<file path="config.mk">
export PLATFORM = sky130hd
export DESIGN_NAME = irq_pulse_gen
export DESIGN_NICKNAME = d
export VERILOG_FILES = /design/src/rtl/irq_pkg.sv /design/src/rtl/irq_sync_edge.sv /design/src/rtl/irq_pulse_gen.sv
export SDC_FILE = /design/constraint.sdc
export NUM_CORES = 1
export LEC_CHECK = 0
export CAP_MARGIN = 20
export CORE_UTILIZATION = 40
export DETAILED_ROUTE_END_ITERATION = 8
export SYNTH_ARGS = -nofsm -noshare
export SYNTH_HDL_FRONTEND = slang
export SYNTH_SLANG_ARGS = --single-unit
</file>
<file path="constraint.sdc">
create_clock -name clk -period 2.5 [get_ports clk]
set_clock_uncertainty 0.05 [all_clocks]
set_input_delay 0.625 -clock clk [delete_from_list [all_inputs] [get_ports clk]]
set_output_delay 0.625 -clock clk [all_outputs]
set_load 0.02 [all_outputs]
</file>
<file path="src/rtl/irq_pkg.sv">
// Shared constants for the interrupt pulse generator: register map and line mode encoding.
package irq_pkg;

  // Register select values on cfg_addr
  localparam logic [1:0] IRQ_ENABLE  = 2'd0;
  localparam logic [1:0] IRQ_MODE    = 2'd1;
  localparam logic [1:0] IRQ_RELOAD  = 2'd2;
  localparam logic [1:0] IRQ_PENDING = 2'd3;

  // Must match the width of the control register file's interrupt input
  parameter int unsigned NUM_LINES_DEFAULT = 16;

  typedef enum logic {
    MODE_LEVEL = 1'b0,
    MODE_EDGE  = 1'b1
  } irq_mode_e;

endpackage

</file>
<file path="src/rtl/irq_sync_edge.sv">
// One request line: 2-flop synchronizer, delayed copy, and rising-edge detect.
module irq_sync_edge (
  input  logic clk,
  input  logic rst_n,
  input  logic async_i,   // raw asynchronous request
  input  logic resync_i,  // mode change this cycle: do not report it as an edge
  output logic level_o,   // synchronized level (s2)
  output logic rise_o     // s2 & ~s2_d
);

  logic s1_d, s1_q;
  logic s2_d, s2_q;
  logic s2_dly_d, s2_dly_q;

  // Synchronizer chain advances every cycle, independent of clk_en
  always_comb begin
    s1_d     = async_i;
    s2_d     = s1_q;
    s2_dly_d = s2_q;
  end

  // Synchronizer and delay flops
  always_ff @(posedge clk or negedge rst_n) begin
    if (!rst_n) begin
      s1_q     <= 1'b0;
      s2_q     <= 1'b0;
      s2_dly_q <= 1'b0;
    end else begin
      s1_q     <= s1_d;
      s2_q     <= s2_d;
      s2_dly_q <= s2_dly_d;
    end
  end

  // Edge output; a mode write treats s2_d as equal to s2 for this cycle
  always_comb begin
    level_o = s2_q;
    rise_o  = s2_q & ~s2_dly_q & ~resync_i;
  end

endmodule

</file>
<file path="src/rtl/irq_pulse_gen.sv">
// Converts device request lines and an interval timer into one-cycle interrupt pulses.
module irq_pulse_gen
  import irq_pkg::*;
#(
  parameter int unsigned NUM_LINES     = NUM_LINES_DEFAULT,
  parameter int unsigned TIMER_LINE    = 0,
  parameter int unsigned LEVEL_HOLDOFF = 256
) (
  input  logic                 clk,
  input  logic                 rst_n,
  input  logic                 clk_en,
  input  logic [NUM_LINES-1:0] irq_req,
  input  logic                 cfg_wen,
  input  logic [1:0]           cfg_addr,
  input  logic [31:0]          cfg_wdata,
  output logic [31:0]          cfg_rdata,
  output logic [NUM_LINES-1:0] interrupts
);

  localparam int unsigned HoldW = $clog2(LEVEL_HOLDOFF);
  typedef logic [NUM_LINES-1:0] vec_t;
  localparam vec_t TimerMask = vec_t'(1) << TIMER_LINE;
  localparam logic [HoldW-1:0] HoldMax = '1;

  vec_t enable_d, enable_q;
  vec_t mode_d, mode_q;
  vec_t pending_d, pending_q;
  vec_t irq_d, irq_q;
  logic [31:0] reload_d, reload_q;
  logic [31:0] count_d, count_q;
  logic [31:0] rdata_d, rdata_q;
  logic [HoldW-1:0] holdoff_d, holdoff_q;

  vec_t s2, rise, mode_resync, line_evt, evt, pend_eff, wdata_vec;
  logic wr_enable, wr_mode, wr_reload, wr_pending;
  logic wrap, timer_evt;

  assign wdata_vec  = cfg_wdata[NUM_LINES-1:0];
  assign wr_enable  = clk_en & cfg_wen & (cfg_addr == IRQ_ENABLE);
  assign wr_mode    = clk_en & cfg_wen & (cfg_addr == IRQ_MODE);
  assign wr_reload  = clk_en & cfg_wen & (cfg_addr == IRQ_RELOAD);
  assign wr_pending = clk_en & cfg_wen & (cfg_addr == IRQ_PENDING);
  // Only lines whose mode actually changes are resynchronized
  assign mode_resync = wr_mode ? (wdata_vec ^ mode_q) : '0;
  assign wrap        = clk_en & (holdoff_q == HoldMax);

  for (genvar g = 0; g < NUM_LINES; g++) begin : g_line
    irq_sync_edge u_sync (
      .clk      (clk),
      .rst_n    (rst_n),
      .async_i  (irq_req[g]),
      .resync_i (mode_resync[g]),
      .level_o  (s2[g]),
      .rise_o   (rise[g])
    );
  end

  // Timer countdown and level-mode holdoff counter, both clocked by clk_en
  always_comb begin
    reload_d  = reload_q;
    count_d   = count_q;
    holdoff_d = holdoff_q;
    timer_evt = 1'b0;
    if (clk_en) begin
      holdoff_d = holdoff_q + HoldW'(1);
      if (wr_reload) begin
        reload_d = cfg_wdata;
        count_d  = cfg_wdata;
      end else if (reload_q != '0) begin
        if (count_q == 32'd1) begin
          timer_evt = 1'b1;
          count_d   = reload_q;
        end else begin
          count_d = count_q - 32'd1;
        end
      end
    end
  end

  // Per-line events: edge on rise, level on rise or holdoff wrap while high
  always_comb begin
    line_evt = '0;
    for (int i = 0; i < NUM_LINES; i++) begin
      unique case (irq_mode_e'(mode_q[i]))
        MODE_EDGE:  line_evt[i] = rise[i];
        MODE_LEVEL: line_evt[i] = rise[i] | (s2[i] & wrap);
      endcase
    end
    if (timer_evt) line_evt = line_evt | TimerMask;
    evt = line_evt & enable_q;
  end

  // Pending collection, pulse emission, register writes and read mux
  always_comb begin
    enable_d  = enable_q;
    mode_d    = mode_q;
    pending_d = pending_q;
    rdata_d   = rdata_q;
    irq_d     = '0;
    pend_eff  = pending_q;
    if (clk_en) begin
      if (wr_pending) pend_eff = pend_eff & ~wdata_vec;
      // Lines being disabled lose what they had pending
      if (wr_enable)  pend_eff = pend_eff & ~(enable_q & ~wdata_vec);
      irq_d     = (pend_eff | evt) & enable_q;
      pending_d = '0;
      unique case (cfg_addr)
        IRQ_ENABLE:  rdata_d = 32'(enable_q);
        IRQ_MODE:    rdata_d = 32'(mode_q);
        IRQ_RELOAD:  rdata_d = count_q;
        IRQ_PENDING: rdata_d = 32'(pending_q);
      endcase
      if (wr_enable) enable_d = wdata_vec;
      if (wr_mode)   mode_d   = wdata_vec;
    end else begin
      pending_d = pending_q | evt;
    end
  end

  // Architectural state
  always_ff @(posedge clk or negedge rst_n) begin
    if (!rst_n) begin
      enable_q  <= '0;
      mode_q    <= '0;
      pending_q <= '0;
      irq_q     <= '0;
      reload_q  <= '0;
      count_q   <= '0;
      rdata_q   <= '0;
      holdoff_q <= '0;
    end else begin
      enable_q  <= enable_d;
      mode_q    <= mode_d;
      pending_q <= pending_d;
      irq_q     <= irq_d;
      reload_q  <= reload_d;
      count_q   <= count_d;
      rdata_q   <= rdata_d;
      holdoff_q <= holdoff_d;
    end
  end

  assign interrupts = irq_q;
  assign cfg_rdata  = rdata_q;

endmodule
</file>
==> results.py, run 1 <==
metrics = {
    "run_status": {
        "outcome": "finished, final reports clean",
    },
    "pwr": {
        "peakVddDrop_mv": 0.544,
        "power.density_nw_per_um2": 835,
        "p_leak_nw": 5.49,
    },
    "place": {
        "place_inst": 1405,
        "gp_congestion": 0.901,
        "dp_hpwl_um": 17500,
        "portBuffers": 101,
    },
    "layout": {
        "fin_cells": 1449,
        "area.growth.synth_to_final_pct": 29.1,
        "final_core_util_pct": 53.1,
        "antenna_cells": 0,
        "drive_gt1_share_pct": 17.3,
        "final_nets": 1170,
        "nFillCells": 2106,
    },
    "yosys": {
        "synth.area.mux_share_pct": 8.38,
        "synth_edf_count": 0,
        "avgSynthCellArea_um2": 10.2,
        "synth_compound_area_share_pct": 14.9,
        "synth_warnings": 0,
        "syn-cell-area_um2": 9710,
        "synth-simple-area-share_pct": 15.8,
        "syn-num-nets": 1009,
        "synth_flop_cell": "dfrtp_1",
        "synthAdderAreaFrac_pct": 0.387,
        "synth_top_family_by_area": "simple AND/OR/NAND/NOR gates",
        "synthXorXnorAreaFrac_pct": 0.812,
        "yosysUniqueCellTypes": 62,
        "syn_inst": 952,
        "seq_area_frac_synth_pct": 55.7,
        "async_flop_share_pct": 100,
        "ys_ff_latch": 216,
    },
    "floorplan": {
        "fp.coreArea_um2": 23600,
        "rows": 56,
        "io_pins": 102,
        "die_area_um2": 24900,
        "dieWidth_um": 158,
        "die_y_um": 158,
        "start_util_pct": 41.1,
    },
    "worst_setup_path": {
        "cp.required_ns": 2.84,
        "end_kind": "register",
        "rrSetupSlack_ns": 0.09,
        "crit_arrival_ns": 2.76,
        "r2r-end": "count_q[9]",
        "r2r_cells": 6,
        "rr_startpoint": "count_q[26]",
        "worstPathMaxFanout": 10,
        "critPathKind": "register to register",
        "startpoint_type": "register",
    },
    "global_route": {
        "grt_overflow": 0,
        "grt_max_degree": 54,
        "track_usage_pct": 21.1,
        "antenna_found_initial": 0,
        "grt_pass1_vias": 7596,
        "grt_pass1_wl_um": 40900,
    },
    "routing": {
        "drcViolationCount": 0,
        "via_per_inst": 5.38,
        "wl_per_cell_um": 17.5,
        "vias": 7801,
        "drtIter0Drc": 438,
        "routed_wl_um": 25400,
        "drtAntennaViolNets": 0,
        "firstDrtPassIters": 5,
    },
    "clock_tree": {
        "cts_buffer_depth": 3,
        "insertion_delay_ns": 0.52,
        "clk_transition_reported_paths_ns": 0.07,
        "root_buffer": "clkbuf_16",
        "cts.sinks": 216,
        "cts-htree-levels": 1,
        "cts_tree": "yes",
        "cts_setup_buffers": 0,
        "numCtsBuffers": 24,
    },
    "sta": {
        "rsz0062_at_grt": "no",
        "slew-limit-headroom_pct": 57.6,
        "post-route-min-period_ns": 2.41,
        "hold_viol_final": 0,
        "worst_pin_slew_ns": 0.636,
        "fmax_mhz": 415,
        "timing.final.crit_share_pct": 96.5,
        "whs_ns": 0.297,
        "setup_viol": 0,
        "drv_slew": 0,
    },
    "min_path": {
        "hold_depth": 0,
        "hp-class": "register to register",
        "min_from": "g_line[14].u_sync.s1_q",
        "hold_path_end": "g_line[14].u_sync.level_o",
    },
    "run": {
        "maxCapViolCount": 0,
    },
}
==> placed cells by master, fill, tap and decap left out, types with 18 or more instances in the layout <==
master	n
inv_1	41
clkbuf_16	25
clkdlybuf4s50_1	99
o211ai_1	22
buf_4	82
nand2_1	197
o21ai_1	30
a21oi_1	69
nor2_1	36
dfrtp_1	216
nor4_1	18
o21ai_0	30
mux2_2	33
nand3_1	26
==> worst max path at each step <==
| stage | start | end | slack [ns] |
|---|---|---|---|
| 2_1_floorplan | cfg_addr[0] | cfg_rdata[10] | 0.14 |
| 3_3_place_gp | cfg_wen | count_q[31] | 0.07 |
| 3_5_place_dp | cfg_addr[1] | count_q[30] | -0.01 |
| 4_1_cts | count_q[26] | count_q[10] | 0.09 |
| 5_1_grt | count_q[16] | count_q[9] | 0.03 |
| 6_report | count_q[26] | count_q[9] | 0.09 |
==> what timing repair did <==
action                     in CTS  in global routing
hold endpoints to repair       39                  0
resized for setup               0                  1
setup endpoints to repair       0                  4
hold buffers                    1                  0
==> worst max-delay path: stages, from the launching register on <==
cell and delay (ns):
dfrtp_1 0.40, or4_4 0.52, or4_1 0.51, buf_4 0.21
mux2_1 0.32, a22oi_1 0.18, o21ai_1 0.09
==> synth_stat cells, types with 3 or more instances <==
cell,number,area [um^2]
or3_1,6,37.5
o41ai_1,4,35.0
nor3_2,3,30.0
ha_1,3,37.5
nor4_1,18,113
o21a_1,17,128
buf_1,5,18.8
nand2_1,197,739
mux2_2,33,372
a211oi_1,3,22.5
a31oi_1,8,50.1
dfrtp_1,216,5410
o21ai_0,30,150
buf_2,4,20.0
xor2_1,4,35.0
nand4_1,10,62.6
nand3_1,26,130
and2_1,5,31.3
o2bb2ai_1,3,26.3
o31ai_1,3,22.5
clkbuf_1,47,176
mux4_2,16,360
xnor2_1,5,43.8
a22oi_1,7,52.6
o22ai_1,16,100
o211ai_1,22,165
mux2_4,4,60.1
a32oi_1,3,26.3
o21ai_1,30,150
a2bb2oi_1,3,26.3
nor3_1,13,65.1
a21oi_1,69,345
a21o_1,4,30.0
nor2_1,37,139
inv_1,41,154
==> flip-flops by register name, indices dropped and copies added (netlist names) <==
| register | flops |
|---|---|
| cfg_rdata | 32 |
| mode_q | 16 |
| count_q | 32 |
| g_line.u_sync.s1_q | 16 |
| g_line.u_sync.s2_dly_q | 16 |
| interrupts | 16 |
| pending_q | 16 |
| reload_q | 32 |
| g_line.u_sync.level_o | 16 |
| holdoff_q | 8 |
| enable_q | 16 |
==> layout make-up <==
class	count	area [um^2]	area share, %
clock inverters	8	146	1.17
multi-input cells	637	3930	31.3
inverters	41	154	1.23
clock buffers	35	693	5.53
repair buffers	193	1820	14.5
flip-flops and latches	216	5410	43.1
well taps	319	399	3.18
==> metrics by stage <==
step / setup TNS [ns] / instance area, um^2 / worst slack, ns / power (W)
floorplan: 0 / 9710 / 0.143 / 0.00571
global placement: 0 / 11700 / 0.0711 / 0.00675
detailed placement: -0.0118 / 11700 / -0.0118 / 0.00678
CTS: 0 / 12500 / 0.0886 / 0.0106
global route: 0 / 12500 / 0.0335 / 0.0110
finish: 0 / 12500 / 0.0883 / 0.0105
==> cells by family after synthesis <==
group           count (synthesis)
compound gates                235
fa+ha+maj                       3
mux                            55
simple gates                  335
buf+inv                        99
flops                         216
xor+xnor                        9
==> power by group <==
group / leakage (nW) / switching [W] / total (W) / internal [W]
registers: 2.70 / 0.000487 / 0.00455 / 0.00407
logic: 2.38 / 0.00109 / 0.00218 / 0.00109
clock network: 0.407 / 0.00140 / 0.00374 / 0.00233
==> metal layers <==
metal  track usage [%]  up-vias  routed length, um
met5                 0        -                  0
met2              33.2      186              11900
met1              30.8     3888              11800
met3              3.34       27               1340
li1                  -     3700                  -
met4              3.98        0                322
(Power assumes the default switching activity.)
==> run 2, diff against run 1 <==
--- a/config.mk
+++ b/config.mk
@@ -6,8 +6,10 @@
 export NUM_CORES = 1
 export LEC_CHECK = 0
 export CAP_MARGIN = 20
+export CORE_MARGIN = 5
 export CORE_UTILIZATION = 40
 export DETAILED_ROUTE_END_ITERATION = 8
+export GPL_ROUTABILITY_DRIVEN = 0
 export SYNTH_ARGS = -nofsm -noshare
 export SYNTH_HDL_FRONTEND = slang
 export SYNTH_SLANG_ARGS = --single-unit
==> run 2 against run 1 <==
Net effect:
- cell count increased by 0.62%
- critical path type unchanged
- via count increased by 0.72%
- sequential cell count unchanged
- power increased by 0.66%
- sequential power about the same
- sequential share of layout area decreased by 0.22 points
- setup slack got worse by 0.0097 ns
- clock power about the same
- global-route usage decreased by 2.1 points
- critical path depth increased by 1
- largest power group unchanged
- fmax decreased by 0.40%
- first-iteration DRC count increased by 36%
==> results.py, run 2 (same netlist as run 1, synthesis figures left out) <==
metrics = {
    "run_status": {
        "outcome": "finished, final reports clean",
    },
    "sta": {
        "timing.final.crit_share_pct": 96.9,
        "post-route-min-period_ns": 2.42,
        "finalSetupTns_ns": 0,
        "drv_slew": 0,
        "fmax_mhz": 413,
        "setup_viol": 0,
        "worst_pin_slew_ns": 0.456,
        "rsz0062_at_grt": "no",
        "hold_viol_final": 0,
        "slew-limit-headroom_pct": 69.3,
    },
    "place": {
        "place_inst": 1411,
        "dp_hpwl_um": 18200,
        "portBuffers": 101,
    },
    "clock_tree": {
        "root_buffer": "clkbuf_16",
        "cts.sinks": 216,
        "numCtsBuffers": 25,
        "insertion_delay_ns": 0.52,
        "cts-htree-levels": 1,
        "cts_tree": "yes",
        "cts_buffer_depth": 3,
        "clk_transition_reported_paths_ns": 0.06,
    },
    "global_route": {
        "track_usage_pct": 19.0,
        "grt_pass1_wl_um": 43600,
        "grt_overflow": 0,
        "grt_pass1_vias": 7989,
        "grt_max_degree": 59,
        "antenna_found_initial": 0,
    },
    "worst_setup_path": {
        "r2r_cells": 7,
        "end_kind": "register",
        "rrSetupSlack_ns": 0.08,
        "worstPathMaxFanout": 16,
        "crit_arrival_ns": 2.77,
        "startpoint_type": "register",
        "cpLargestDelayFamily": "simple AND/OR/NAND/NOR gates",
        "cp.required_ns": 2.85,
        "rr_startpoint": "count_q[27]",
        "cp_num_buf_inv": 2,
        "crit_slowest_cell": "or4_4",
        "r2r-end": "count_q[17]",
        "critical_path.max_stage_delay_ns": 0.54,
        "path_cells": "or4_4 -> or4_1 -> buf_4 -> buf_4 -> o32a_1 -> o21ai_1 -> o21ai_1",
        "critPathKind": "register to register",
    },
    "min_path": {
        "hold_path_end": "g_line[0].u_sync.level_o",
        "hold_depth": 0,
        "min_from": "g_line[0].u_sync.s1_q",
        "hp-class": "register to register",
    },
    "layout": {
        "area.growth.synth_to_final_pct": 29.8,
        "final_common_cell": "dfrtp_1",
        "drive_gt1_share_pct": 18.0,
        "nFillCells": 2239,
        "fin_cells": 1458,
        "antenna_cells": 0,
        "final_cell_mix": "dfrtp_1 (216), nand2_1 (197), clkdlybuf4s50_1 (99)",
        "final_nets": 1173,
    },
    "floorplan": {
        "dieWidth_um": 166,
        "die_y_um": 166,
        "rows": 57,
        "fp.coreArea_um2": 24100,
        "start_util_pct": 40.3,
        "die_area_um2": 27500,
        "io_pins": 102,
    },
    "run": {
        "maxCapViolCount": 0,
    },
    "routing": {
        "routed_wl_um": 26300,
        "drtIter0Drc": 594,
        "drcViolationCount": 0,
        "via_per_inst": 5.39,
        "drtAntennaViolNets": 0,
        "vias": 7857,
        "firstDrtPassIters": 5,
        "wl_per_cell_um": 18.0,
    },
    "pwr": {
        "p_leak_nw": 5.52,
        "peakVddDrop_mv": 0.656,
        "power.density_nw_per_um2": 836,
    },
}
==> run 2: cell types whose count changed in the layout (fill, tap and decap cells not counted) <==
cell | before | now
nor2_2 | 1 | 0
nor2_1 | 36 | 37
nor3_2 | 4 | 5
clkbuf_1 | 7 | 3
clkbuf_8 | 3 | 6
clkinv_2 | 2 | 6
bufinv_16 | 4 | 3
nor3_1 | 12 | 11
buf_12 | 9 | 11
==> run 2: worst max-delay path by stage <==
stage / end / startpoint / slack [ns] / depth (start not counted)
finish: count_q[17] / count_q[27] / 0.08 / 7
global placement: count_q[29] / cfg_addr[1] / 0.006 / 8
floorplan: cfg_rdata[10] / cfg_addr[0] / 0.14 / 4
global route: count_q[17] / count_q[29] / 0.007 / 8
detailed placement: count_q[29] / cfg_addr[1] / -0.02 / 8
CTS: count_q[17] / count_q[27] / 0.09 / 7
==> run 2: what timing repair did <==
item	4_1_cts	5_1_grt
gates resized for setup	0	1
hold buffers	1	0
setup endpoints to repair	0	1
setup buffers	0	1
hold endpoints to repair	39	0
==> run 2: area by class of cell <==
class	instances	area [um^2]	area share, %
Clock inverter	11	136	1.08
Timing Repair Buffer	195	1860	14.7
Sequential cell	216	5410	42.9
Inverter	41	154	1.22
Tap cell	324	405	3.22
Clock buffer	34	719	5.71
Multi-Input combinational cell	637	3930	31.2
==> run 2: metal layers <==
layer	GRT usage, %	wire [um]
met5	0	0
met4	4.38	468
met3	3.14	1370
met2	29.7	12100
met1	27.9	12400
==> run 2: through the flow <==
| step | instance area [um^2] | util (%) | total power [W] | setup WS, ns | hold slack, ns |
|---|---|---|---|---|---|
| final | 12600 | 52.3 | 0.0105 | 0.0786 | 0.296 |
| after global routing | 12600 | 52.3 | 0.0111 | 0.00713 | 0.304 |
| after CTS | 12600 | 52.2 | 0.0106 | 0.0889 | 0.298 |
| after detailed placement | 11700 | 48.6 | 0.00681 | -0.0210 | 0.285 |
| after global placement | 11700 | 48.6 | 0.00677 | 0.00615 | 0.282 |
| after floorplan | 9710 | - | 0.00571 | 0.143 | 0.279 |
==> run 2: report_power, final <==
part	switching [W]	internal, W
Clock	0.00145	0.00232
Sequential	0.000469	0.00407
Combinational	0.00112	0.00111
==> run 3, diff against run 2 <==
==> constraint.sdc (replaced) <==
create_clock -name clk -period 2.3 [get_ports clk]
set_clock_uncertainty 0.05 [all_clocks]
set_input_delay 0.575 -clock clk [delete_from_list [all_inputs] [get_ports clk]]
set_output_delay 0.575 -clock clk [all_outputs]
set_load 0.02 [all_outputs]
==> run 3 against run 2 <==
Net effect:
- the run now ends with setup timing left
- sequential cell count unchanged
- power grew 8.3%
- wire length rose by 0.93%
- first-iteration DRC count fell by 11%
- critical path depth down 2
- non-clock buffer count rose by 33
- setup slack got worse by 0.095 ns
- clock-buffer cell count grew 5
- combinational power increased by 17%
- clock power rose by 2%
==> results.py, run 3 (same netlist as run 1, synthesis figures left out) <==
metrics = {
    "global_route": {
        "antenna_found_initial": 0,
        "grt_max_degree": 55,
        "grt_pass1_wl_um": 43300,
        "track_usage_pct": 18.9,
        "grt_pass1_vias": 8016,
        "grt_overflow": 0,
    },
    "sta": {
        "fmax_mhz": 432,
        "worst_slack_ns": -0.0165,
        "whs_ns": 0.294,
        "worst_pin_slew_ns": 0.531,
        "post-route-min-period_ns": 2.32,
        "timing.final.crit_share_pct": 101,
        "finalSetupTns_ns": -0.0462,
        "hold_viol_final": 0,
        "slew-limit-headroom_pct": 64.3,
        "drv_slew": 0,
        "rsz0062_at_grt": "yes",
        "setup_viol": 3,
    },
    "place": {
        "dp_hpwl_um": 18300,
        "place_area_um2": 12000,
        "portBuffers": 101,
    },
    "floorplan": {
        "io_pins": 102,
        "start_util_pct": 40.3,
        "dieWidth_um": 166,
        "rows": 57,
        "die_area_um2": 27500,
        "die_y_um": 166,
        "fp.coreArea_um2": 24100,
    },
    "clock_tree": {
        "cts_tree": "yes",
        "numCtsBuffers": 24,
        "root_buffer": "clkbuf_16",
        "insertion_delay_ns": 0.52,
        "cts.sinks": 216,
        "clk_transition_reported_paths_ns": 0.06,
        "cts-htree-levels": 1,
        "cts_buffer_depth": 3,
    },
    "run_status": {
        "violations": "setup timing",
        "outcome": "finished, violations left",
    },
    "run": {
        "maxCapViolCount": 0,
    },
    "worst_setup_path": {
        "rrSetupSlack_ns": -0.02,
        "critPathKind": "register to register",
        "path_cells": "or4_4 -> or4_4 -> mux2_4 -> a22oi_2 -> o21ai_1",
        "crit_arrival_ns": 2.66,
        "cp.required_ns": 2.64,
        "worstPathMaxFanout": 5,
        "critical_path.max_stage_delay_ns": 0.60,
        "startpoint_type": "register",
        "cpMostUsedCell": "or4_4",
        "crit_slowest_cell": "or4_4",
        "end_kind": "register",
    },
    "layout": {
        "final_cell_mix": "dfrtp_1 (216), nand2_1 (197), buf_4 (110)",
        "nFillCells": 2167,
        "regArea_um2": 5410,
        "drive_gt1_share_pct": 20.9,
        "final_common_cell": "dfrtp_1",
        "final_core_util_pct": 53.6,
        "multi_input_comb_area_um2": 4010,
        "final_nets": 1206,
        "area.growth.synth_to_final_pct": 33.1,
        "fin_area_um2": 12900,
        "antenna_cells": 0,
    },
    "pwr": {
        "p_leak_nw": 5.69,
        "power.density_nw_per_um2": 883,
        "peakVddDrop_mv": 0.621,
    },
    "routing": {
        "wl_per_cell_um": 17.8,
        "via_per_inst": 5.32,
        "drtAntennaViolNets": 0,
        "drtIter0Drc": 528,
        "vias": 7925,
        "routed_wl_um": 26600,
        "firstDrtPassIters": 5,
        "drcViolationCount": 0,
    },
    "min_path": {
        "hp-class": "register to register",
    },
}
run 3: layout make-up:
cell class	count	area share, %
inverter	41	1.19
sequential	216	41.8
clock inverter	5	0.387
tap	324	3.14
clock buffer	39	5.79
timing repair buffer	228	16.7
multi-input combinational	638	31.0
run 3: path summary, 6_finish.rpt:
path / start / end / cells past startpoint
hold reg to reg: g_line[13].u_sync.s1_q / g_line[13].u_sync.level_o / 0
min in group asynchronous: rst_n / cfg_rdata[23] / 2
hold / removal: g_line[13].u_sync.s1_q / g_line[13].u_sync.level_o / 0
setup reg to reg: count_q[24] / count_q[5] / 5
setup / recovery: count_q[24] / count_q[5] / 5
max in group asynchronous: rst_n / mode_q[6] / 3
run 3: layer usage:
| metal | track usage, % | share of wire, % |
|---|---|---|
| met5 | 0 | 0 |
| met4 | 4.20 | 2.0 |
| met3 | 3.28 | 5.2 |
| met2 | 29.0 | 46 |
| met1 | 28.2 | 47 |
run 3: what timing repair did:
item,in CTS,in global routing
setup buffers,1,3
hold buffers,1,0
setup endpoints to repair,7,21
cloned,0,2
gates resized for setup,2,9
pin swaps,1,4
hold endpoints to repair,49,0
run 3: power breakdown:
part	internal [W]	switching, W	leakage, nW	total (W)
clock network	0.00232	0.00152	0.396	0.00384
logic	0.00135	0.00128	2.59	0.00263
registers	0.00442	0.000528	2.70	0.00495
total	0.00809	0.00332	5.69	0.0114
run 3: worst max-delay path, delay by kind of cell (launching register included):
kind,cells,cell delay (ns)
flops,1,0.38
compound gates,2,0.25
simple gates,2,1.19
mux,1,0.34
run 3: per-stage QoR:
stage / worst slack (ns) / cells / total power (W)
2_1_floorplan: -0.00707 / 952 / 0.00624
3_3_place_gp: -0.0620 / 1440 / 0.00754
3_5_place_dp: -0.0893 / 1440 / 0.00758
4_1_cts: -0.0158 / 1486 / 0.0115
5_1_grt: -0.0739 / 1491 / 0.0120
6_report: -0.0165 / 1491 / 0.0114
